### config.mk
export PLATFORM = sky130hd
export DESIGN_NAME = inst_router_rr_buffered
export DESIGN_NICKNAME = d
export VERILOG_FILES = /design/src/rtl/inst_router_rr_buffered_pkg.sv /design/src/rtl/inst_router_rr_buffered_slot.sv /design/src/rtl/inst_router_rr_buffered.sv
export SDC_FILE = /design/constraint.sdc
export NUM_CORES = 1
export LEC_CHECK = 0
export BUFFER_PORTS_ARGS = -buffer_cell sky130_fd_sc_hd__buf_2
export CAP_MARGIN = 20
export CELL_PAD_IN_SITES_DETAIL_PLACEMENT = 1
export CELL_PAD_IN_SITES_GLOBAL_PLACEMENT = 1
export CORE_AREA = 2 2 217 219
export DETAILED_ROUTE_END_ITERATION = 7
export DIE_AREA = 0 0 219 221
export PLACE_DENSITY_LB_ADDON = 0.2
export SLEW_MARGIN = 25
export SYNTH_ARGS = -nofsm -noshare
export SYNTH_HDL_FRONTEND = slang
export SYNTH_SLANG_ARGS = --single-unit
### constraint.sdc
create_clock -name clk -period 10.95 [get_ports clk]
set_clock_uncertainty 0.2 [all_clocks]
set_input_delay 1.095 -clock clk [delete_from_list [all_inputs] [get_ports clk]]
set_output_delay 1.095 -clock clk [all_outputs]
set_load 0.05 [all_outputs]
### src/rtl/inst_router_rr_buffered_pkg.sv
// Shared micro-architecture types for the instruction router: uop encoding,
// ISA subset vectors, the subset test and the round-robin pick helper.
package inst_router_rr_buffered_pkg;

  typedef enum logic [3:0] {
    OP_ADD, OP_ADDI, OP_SUB, OP_AND, OP_OR, OP_XOR, OP_SLT, OP_MUL,
    OP_DIV, OP_LW, OP_SW, OP_JAL, OP_JR, OP_BNE, OP_CSRR, OP_CSRW
  } rv_uop;

  localparam int unsigned NUM_OPS   = 16;
  localparam int unsigned MAX_PIPES = 8;

  typedef logic [NUM_OPS-1:0] rv_op_vec;

  localparam rv_op_vec OP_ALU_VEC  = (rv_op_vec'(1) << OP_ADD) | (rv_op_vec'(1) << OP_ADDI) |
                                     (rv_op_vec'(1) << OP_SUB) | (rv_op_vec'(1) << OP_AND)  |
                                     (rv_op_vec'(1) << OP_OR)  | (rv_op_vec'(1) << OP_XOR)  |
                                     (rv_op_vec'(1) << OP_SLT);
  localparam rv_op_vec OP_MUL_VEC  = rv_op_vec'(1) << OP_MUL;
  localparam rv_op_vec OP_DIV_VEC  = rv_op_vec'(1) << OP_DIV;
  localparam rv_op_vec OP_MEM_VEC  = (rv_op_vec'(1) << OP_LW) | (rv_op_vec'(1) << OP_SW);
  localparam rv_op_vec OP_CTRL_VEC = (rv_op_vec'(1) << OP_JAL) | (rv_op_vec'(1) << OP_JR) |
                                     (rv_op_vec'(1) << OP_BNE);
  localparam rv_op_vec OP_CSR_VEC  = (rv_op_vec'(1) << OP_CSRR) | (rv_op_vec'(1) << OP_CSRW);

  // TinyRV1 has no divide and only the basic add/addi forms of the ALU ops.
  localparam rv_op_vec p_tinyrv1 = (rv_op_vec'(1) << OP_ADD) | (rv_op_vec'(1) << OP_ADDI) |
                                   OP_MUL_VEC | OP_MEM_VEC | OP_CTRL_VEC | OP_CSR_VEC;

  typedef struct packed {
    logic       found;
    logic [2:0] idx;
  } rr_grant_t;

  function automatic logic in_subset(input rv_uop op, input rv_op_vec subset);
    return subset[op];
  endfunction

  // First set bit of elig scanning ptr, ptr+1, ... with wrap at num_pipes.
  function automatic rr_grant_t rr_pick(input logic [MAX_PIPES-1:0] elig,
                                        input logic [2:0]           ptr,
                                        input int unsigned          num_pipes);
    rr_grant_t   grant;
    int unsigned k;
    grant = '0;
    for (int unsigned i = 0; i < MAX_PIPES; i++) begin
      k = 32'(ptr) + i;
      if (k >= num_pipes) k = k - num_pipes;
      if (i < num_pipes && !grant.found && elig[k[2:0]]) begin
        grant.found = 1'b1;
        grant.idx   = k[2:0];
      end
    end
    return grant;
  endfunction

endpackage

### src/rtl/inst_router_rr_buffered_slot.sv
// One execute pipe's capability decode plus its one-entry registered output slot.
module inst_router_slot
  import inst_router_rr_buffered_pkg::*;
#(
  parameter int unsigned p_payload_bits = 128,
  parameter int unsigned p_seq_num_bits = 5,
  parameter rv_op_vec    p_subset       = p_tinyrv1
) (
  input  logic                      clk,
  input  logic                      rst,
  input  logic                      squash,
  input  logic                      load,
  input  rv_uop                     uop,
  input  logic [p_payload_bits-1:0] payload,
  input  logic [p_seq_num_bits-1:0] seq_num,
  output logic                      ex_val,
  input  logic                      ex_rdy,
  output rv_uop                     ex_uop,
  output logic [p_payload_bits-1:0] ex_payload,
  output logic [p_seq_num_bits-1:0] ex_seq_num,
  output logic                      cap,
  output logic                      free
);

  logic                      val_q, val_d;
  rv_uop                     uop_q, uop_d;
  logic [p_payload_bits-1:0] payload_q, payload_d;
  logic [p_seq_num_bits-1:0] seq_num_q, seq_num_d;

  always_comb begin
    cap       = in_subset(uop, p_subset);
    free      = !val_q || (ex_rdy && val_q);
    val_d     = val_q;
    uop_d     = uop_q;
    payload_d = payload_q;
    seq_num_d = seq_num_q;
    if (load) begin
      val_d     = 1'b1;
      uop_d     = uop;
      payload_d = payload;
      seq_num_d = seq_num;
    end else if (val_q && ex_rdy) begin
      val_d = 1'b0;
    end
    // A drain in the squash cycle still completes; whatever remains is dropped.
    if (squash) val_d = 1'b0;
  end

  always_ff @(posedge clk) begin
    if (rst) val_q <= 1'b0;
    else     val_q <= val_d;
  end

  always_ff @(posedge clk) begin
    uop_q     <= uop_d;
    payload_q <= payload_d;
    seq_num_q <= seq_num_d;
  end

  assign ex_val     = val_q;
  assign ex_uop     = uop_q;
  assign ex_payload = payload_q;
  assign ex_seq_num = seq_num_q;

endmodule

### src/rtl/inst_router_rr_buffered.sv
// Round-robin decode-to-execute router with a registered slot per pipe.
// Define INST_ROUTER_STATS_EN to add dispatch/stall/squash statistics counters.
module inst_router_rr_buffered
  import inst_router_rr_buffered_pkg::*;
#(
  parameter int unsigned p_num_pipes    = 3,
  parameter int unsigned p_payload_bits = 128,
  parameter int unsigned p_seq_num_bits = 5,
  parameter rv_op_vec    p_pipe_subsets [p_num_pipes] = '{default: p_tinyrv1}
) (
  input  logic                      clk,
  input  logic                      rst,
  input  rv_uop                     uop,
  input  logic [p_payload_bits-1:0] payload,
  input  logic [p_seq_num_bits-1:0] seq_num,
  input  logic                      val,
  output logic                      rdy,
  input  logic                      squash,
  output logic [p_num_pipes-1:0]    ex_val,
  input  logic [p_num_pipes-1:0]    ex_rdy,
  output rv_uop                     ex_uop     [p_num_pipes],
  output logic [p_payload_bits-1:0] ex_payload [p_num_pipes],
  output logic [p_seq_num_bits-1:0] ex_seq_num [p_num_pipes],
  output logic                      err_unsupported
`ifdef INST_ROUTER_STATS_EN
  ,
  output logic [31:0]               stat_dispatch [p_num_pipes],
  output logic [31:0]               stat_stall,
  output logic [31:0]               stat_squashed
`endif
);

  logic [p_num_pipes-1:0] cap, free, elig, load;
  logic                   any_cap, xfer;
  rr_grant_t              pick;
  logic [2:0]             ptr_q, ptr_d;
  logic                   err_q, err_d;

  for (genvar i = 0; i < p_num_pipes; i++) begin : g_slot
    inst_router_slot #(
      .p_payload_bits(p_payload_bits),
      .p_seq_num_bits(p_seq_num_bits),
      .p_subset      (p_pipe_subsets[i])
    ) u_slot (
      .clk       (clk),
      .rst       (rst),
      .squash    (squash),
      .load      (load[i]),
      .uop       (uop),
      .payload   (payload),
      .seq_num   (seq_num),
      .ex_val    (ex_val[i]),
      .ex_rdy    (ex_rdy[i]),
      .ex_uop    (ex_uop[i]),
      .ex_payload(ex_payload[i]),
      .ex_seq_num(ex_seq_num[i]),
      .cap       (cap[i]),
      .free      (free[i])
    );
  end

  // A uop no pipe supports is still accepted so decode never deadlocks on it.
  always_comb begin
    any_cap = |cap;
    elig    = cap & free;
    rdy     = !squash && (|elig || !any_cap);
    xfer    = val && rdy;
    pick    = rr_pick(MAX_PIPES'(elig), ptr_q, p_num_pipes);
    load    = '0;
    for (int unsigned i = 0; i < p_num_pipes; i++) begin
      load[i] = xfer && pick.found && (32'(pick.idx) == i);
    end
    ptr_d = ptr_q;
    if (xfer && pick.found) begin
      if (pick.idx == 3'(p_num_pipes - 1)) ptr_d = '0;
      else                                 ptr_d = pick.idx + 3'd1;
    end
    err_d = xfer && !any_cap;
  end

  always_ff @(posedge clk) begin
    if (rst) begin
      ptr_q <= '0;
      err_q <= 1'b0;
    end else begin
      ptr_q <= ptr_d;
      err_q <= err_d;
    end
  end

  assign err_unsupported = err_q;

`ifdef INST_ROUTER_STATS_EN
  logic [31:0]            stat_dispatch_q [p_num_pipes];
  logic [31:0]            stat_dispatch_d [p_num_pipes];
  logic [31:0]            stat_stall_q, stat_stall_d;
  logic [31:0]            stat_squashed_q, stat_squashed_d;
  logic [p_num_pipes-1:0] squash_drop;

  // Only slots that are not draining this cycle count as discarded by a squash.
  always_comb begin
    squash_drop     = squash ? (ex_val & ~ex_rdy) : '0;
    stat_stall_d    = stat_stall_q + 32'(val && !rdy && !squash);
    stat_squashed_d = stat_squashed_q + 32'($countones(squash_drop));
    for (int unsigned i = 0; i < p_num_pipes; i++) begin
      stat_dispatch_d[i] = stat_dispatch_q[i] + 32'(load[i]);
    end
  end

  always_ff @(posedge clk) begin
    if (rst) begin
      stat_stall_q    <= '0;
      stat_squashed_q <= '0;
      for (int unsigned i = 0; i < p_num_pipes; i++) stat_dispatch_q[i] <= '0;
    end else begin
      stat_stall_q    <= stat_stall_d;
      stat_squashed_q <= stat_squashed_d;
      for (int unsigned i = 0; i < p_num_pipes; i++) stat_dispatch_q[i] <= stat_dispatch_d[i];
    end
  end

  assign stat_dispatch = stat_dispatch_q;
  assign stat_stall    = stat_stall_q;
  assign stat_squashed = stat_squashed_q;
`endif

endmodule

# Word level (Yosys, flattened, before mapping)
# Memory sizes are Yosys's and may differ from the RTL's.
# Index checks and enable logic that the tools add are counted.
# totals
in_bits,144
ff_bits,418
rom_bits,16
n_memories,1
out_inout_bits,416
wordCells,80
# memory_table
memory,depth,width,rd,rd_ports_with_merged_regs,write_ports,line,text
(name not given),16,1,1,0,0,inst_router_rr_buffered_pkg.sv:36,return subset[op];
# classes
eq_ne,2
n_addsub,6
n_lt_le_gt_ge,7
reduce_logical,29
mux,20
n_bitwise,1
# op_table
cell,count
logical AND 1 bit,12
"< comparator 3 x 4 -> 1 bit, second input constant",3
two-way mux 3 bit,4
two-way mux 4 bit,3
two-way mux 1 bit,10
binary-select mux 1 bit (select 3 bit),3
"subtractor 3 x 2 -> 3 bit, second input constant",3
">= comparator 4 x 2 -> 1 bit, second input constant",2
zero test 1 bit,7
nonzero test 2 bit,3
"< comparator 4 x 5 -> 1 bit, second input constant",1
"adder 3 x 1 -> 4 bit, second input constant",1
"adder 3 x 2 -> 4 bit, second input constant",1
logical OR 1 bit,4
"adder 3 x 1 -> 3 bit, second input constant",1
AND 3 bit,1
"== test 3 x 1 -> 1 bit, second input constant",1
"== test 3 x 2 -> 1 bit, second input constant",1
">= comparator 3 x 2 -> 1 bit, second input constant",1
zero test 3 bit,1
OR reduction 3 bit,1
OR reduction 2 bit,1

# Depth between registers and ports, before layout
# logic_depth
ltp_word,15
ltp_mapped,11
mapped_depth_nobuf,9

# Cells and area by module
# A second synthesis with hierarchy kept.
# unflattened
cells_unflattened,530
hier_area_um2,13359.1
# by_module_without_submodules
mod,area_each_um2,cells_each,n_inst
inst_router_slot,4199.0,145,3
inst_router_rr_buffered,762.0,95,1

# Least setup slack after synthesis
# Ideal clock, no wire load.
# synth_path
kind,input -> register
startpoint,in uop[2]
endpoint,"reg g_slot[0].u_slot.payload_q[0], enable pin"
setup_time_ns,0.635
t_arrival_ns,8.114
cell_stages,7
path_slack_ns,2.000
cell_sequence,or4b_1 o31a_1 buf_6 a41oi_1 and4_1 a22oi_2 nor2_1
# synth_between
elab_chain_len,14
# synth_lines
element,line,text
start: declaration,inst_router_rr_buffered.sv:13,"input rv_uop uop,"
memory (16 x 1 bit) *,-,
two-way mux 1 bit (implied by the code) *,inst_router_rr_buffered_pkg.sv:36,
AND 3 bit,inst_router_rr_buffered.sv:65,elig = cap & free;
binary-select mux 1 bit (select 3 bit),inst_router_rr_buffered_pkg.sv:49,if (i < num_pipes && !grant.found && elig[k[2:0]]) begin
two-way mux 1 bit (implied by the code),inst_router_rr_buffered_pkg.sv:49,
two-way mux 4 bit,inst_router_rr_buffered_pkg.sv:49,
zero test 1 bit,inst_router_rr_buffered_pkg.sv:49,
logical AND 1 bit,inst_router_rr_buffered_pkg.sv:49,
two-way mux 4 bit,inst_router_rr_buffered_pkg.sv:49,
zero test 1 bit,inst_router_rr_buffered_pkg.sv:49,
logical AND 1 bit,inst_router_rr_buffered_pkg.sv:49,
two-way mux 4 bit,inst_router_rr_buffered_pkg.sv:49,
zero test 3 bit / logical AND 1 bit (equally long branches),inst_router_rr_buffered.sv:71,load[i] = xfer && pick.found && (32'(pick.idx) == i);
logical AND 1 bit *,inst_router_rr_buffered.sv:71,
via g_slot[0].u_slot.load,inst_router_rr_buffered_slot.sv:12,"input logic load,"
end signal: assignment,inst_router_rr_buffered_slot.sv:56,payload_q <= payload_d;
end: declaration,inst_router_rr_buffered_slot.sv:27,"logic [p_payload_bits-1:0] payload_q, payload_d;"
# The timed path passes the listed nets; every way through them passes the cells marked *. The select of a mux whose other input is x is not followed.
# A chain may end at the register's enable or synchronous reset.

# Final worst setup path
# layout_path
startpoint,reg ptr_q[0]
endpoint,"reg g_slot[0].u_slot.payload_q[76], enable pin"
# layout_between
elab_chain_len,13
# layout_lines
element,line,text
start: declaration,inst_router_rr_buffered.sv:36,"logic [2:0] ptr_q, ptr_d;"
start signal: assignment,inst_router_rr_buffered.sv:86,ptr_q <= ptr_d;
"parallel branches: the longest is 10 deep, another holds adder 3 x 1 -> 4 bit",-,
two-way mux 4 bit *,inst_router_rr_buffered_pkg.sv:49,
zero test 3 bit / logical AND 1 bit (equally long branches),inst_router_rr_buffered.sv:71,
logical AND 1 bit *,inst_router_rr_buffered.sv:71,
via g_slot[0].u_slot.load,inst_router_rr_buffered_slot.sv:12,
# Mark *: on every way through the listed nets, which the timed path passes. The select of a mux whose other input is x is not followed.

==> results.md <==
- Initial antenna violation count: 9
- CP Data Arrival Time: 4770 ps
- Area leader, netlist: edfxtp_1
- Die Y: 221 um
- Leakage: 7.11 nW
- Routing usage on met3: 5.72%
- Initial Utilization: 28.8%
- Starting DRT DRC Count: 406
- Worst Setup Start Kind: register
- Post-synth top area share: 93.0%
- Final period utilization: 43.7%
- Max Fclk: 209 MHz
- Final Hold Viols: 0
- Gr busiest metal: met2
- Cells after Synth: 519
- Share of flip-flops with an asynchronous set or reset: 0%
- Total Routing Usage GR: 15.7%
- RSZ-0062 raised after global routing: no
- Drt pass-1 iters: 6
- Met2 GRT Util: 28.6%
- CTS Buf Count: 45
- Vias per cell: 4.18
- Slew margin rel.: 37.9%
- Largest net degree at the start of global routing: 60
- Syn Area/Cell: 25.6 um2
- Nets: 1277
- Skew-Pair Late Insertion Delay: 560 ps
- Min-delay src: g_slot[1].u_slot.ex_val$_SDFFE_PP0P_
- Max cap viols: 0
- Final setup TNS: 0 ps
- Synth top area cells: edfxtp_1 (93%), dfxtp_1 (1.1%), ha_1 (0.75%)
- Hold slack: 386 ps
- Commonest non-fill, non-tap cell in the layout: buf_2
- Hold-fix buffers at CTS: 0
- TritonCTS clock tree: yes
- Post-DRT Antenna Nets: 0
- Clock Sinks: 418
- Routability-driven placement congestion ratio: 0.789
- Core area: 46100 um2
- FF-to-FF Start: ptr_q[0]$_SDFFE_PP0P_
- Tot Pwr: 4.05 mW
- Area of the multi-input gates: 728 um2
- Full die area: 48400 um2
- Grt ovf: 0
- Pins Over Slew Limit: 0
- Pwr per Cell Area: 220 nW/um2
- Critical Path RT: 10930 ps
- Worst-Margin Slew: 932 ps
- Worst reg2reg setup slack: 6160 ps
- Setup crit end kind: register
- Reg2reg end: g_slot[0].u_slot.ex_payload[76]$_DFFE_PP_
- Setup violations, final: 0
- Final Critical Period: 4790 ps
- Reg2reg path depth: 9
- Worst min path class: reg2reg
- Post-synth net total: 671
- Resized cells post-CTS: 0
- Residual DRC: 0
- Crit Path Class: reg2reg
- Slack of the critical path: 6160 ps
- Most frequent cells in the layout: buf_2 (559), edfxtp_1 (411), clkbuf_16 (46), clkbuf_1 (9)
- Crit Path Max Fanout: 59
- Htree depth: 2
- WL per Instance: 22.2 um
- Fillers: 4671
- PortBufs: 559
- Die extent in x: 219 um
- WHS Path Cells: 2
- Yosys warns: 0
- CTS Buffer Depth: 3
- Share of layout cells above drive strength 1: 55.6%
- Global-route wire length before repair: 54800 um
- Number of global-route vias before repair: 7483
- FP Rows: 79
- Register area share after synthesis: 94.0%
- Routed wire length: 39300 um
- VDD IR max: 0.000114 V
- Pre-CTS setup slack: 6090 ps
- Sequential Area: 12500 um2
- Worst-path clk slew: 50 ps
- Most used flip-flop cell after synthesis: edfxtp_1
- Yosys cell types: 56
- GR Util met1: 17.0%
- Number of synthesized flops with an enable pin: 411
- Post-CTS setup buffers: 0
- Synthesis-to-layout area growth: 38.7%
- I/O pin cnt: 560
- Hpwl dp: 29400 um
- Status: completed
- Clock root cell: clkbuf_16
- Synthesized area: 13300 um2
- Flops & latches, synth: 418
- Hold endpoint: g_slot[1].u_slot.ex_val$_SDFFE_PP0P_
- Via count: 7403
critical path: stages (launching register included):
cell and delay (ps):
dfxtp_1 690, inv_1 260, ha_1 540, o21ai_0 150
a221o_1 370, o311a_1 380, mux2_4 300, nor2_4 120
buf_4 500, buf_4 760
flip-flops by register name, summed over array words and instances (netlist names):
register and flops:
ptr_q 3, err_unsupported 1, g_slot.u_slot.ex_seq_num 15, g_slot.u_slot.ex_uop 12, g_slot.u_slot.ex_val 3, g_slot.u_slot.ex_payload 384
worst max-delay path by stage:
stage / startpoint / endpoint / slack (ps) / depth (start not counted)
4_1_cts: ptr_q[0]$_SDFFE_PP0P_ / g_slot[0].u_slot.ex_payload[84]$_DFFE_PP_ / 6120 / 9
3_3_place_gp: uop[2] / g_slot[0].u_slot.ex_payload[13]$_DFFE_PP_ / 6150 / 9
5_1_grt: ptr_q[0]$_SDFFE_PP0P_ / g_slot[0].u_slot.ex_payload[69]$_DFFE_PP_ / 5870 / 9
3_5_place_dp: ptr_q[0]$_SDFFE_PP0P_ / g_slot[0].u_slot.ex_payload[65]$_DFFE_PP_ / 6090 / 9
6_report: ptr_q[0]$_SDFFE_PP0P_ / g_slot[0].u_slot.ex_payload[76]$_DFFE_PP_ / 6160 / 9
2_1_floorplan: uop[2] / g_slot[0].u_slot.ex_payload[0]$_DFFE_PP_ / 2000 / 7
cell type report:
class                      instances  area share, %
multi-input combinational         88           3.96
tap                              607           4.13
clock buffer                      55           6.44
inverter                           6          0.150
timing repair buffer             566           15.5
clock inverter                    28           1.99
antenna                            3         0.0408
sequential                       418           67.8
synth_stat cells, drive strengths merged (2+ instances only):
cell type  number
a41oi           2
o21ai           5
and2            2
mux2i           4
a21boi          2
dfxtp           7
or3             2
a31oi           2
nand2           4
nor3            2
edfxtp        411
nor3b           3
a21oi           3
nand3           4
mux2            2
nor2            6
a211oi          2
o2111ai         2
inv             6
buf             6
nand2b          7
nor2b           3
or4b            2
ha              8
and2b           2
stage by stage:
step	cells	cell area, um2	util [%]
3_5_place_dp	1685	16800	36.6
3_3_place_gp	1685	16800	36.6
6_report	1771	18400	40.0
2_1_floorplan	519	13300	-
5_1_grt	1769	18400	39.9
4_1_cts	1768	18400	39.9
cell families (layout without fill, tap and decap cells):
| kind of cell | Yosys count | count (layout) | share of synthesized area (%) |
|---|---|---|---|
| fa+ha+maj | 8 | 8 | 0.754 |
| xor+xnor | 1 | 1 | 0.0660 |
| other cells | 0 | 3 | 0 |
| flops | 418 | 418 | 94.0 |
| compound gates | 30 | 30 | 2.09 |
| mux | 6 | 6 | 0.500 |
| buf+inv | 13 | 655 | 0.547 |
| simple gates | 43 | 43 | 2.02 |
routing by layer:
metal | vias to the layer above | part of all wire (%)
met3 | 67 | 9.1
li1 | 3318 | -
met5 | - | 0
met2 | 339 | 53
met1 | 3679 | 36
met4 | 0 | 2.3
where the power goes:
group / total [mW] / leakage [nW] / internal [mW] / switching (mW)
Sequential: 1.91 / 3.80 / 1.88 / 0.0252
Combinational: 0.566 / 2.55 / 0.0990 / 0.467
Clock: 1.57 / 0.756 / 0.964 / 0.610
Total: 4.05 / 7.11 / 2.94 / 1.10
Note: power is estimated with default switching activity, not from simulation.
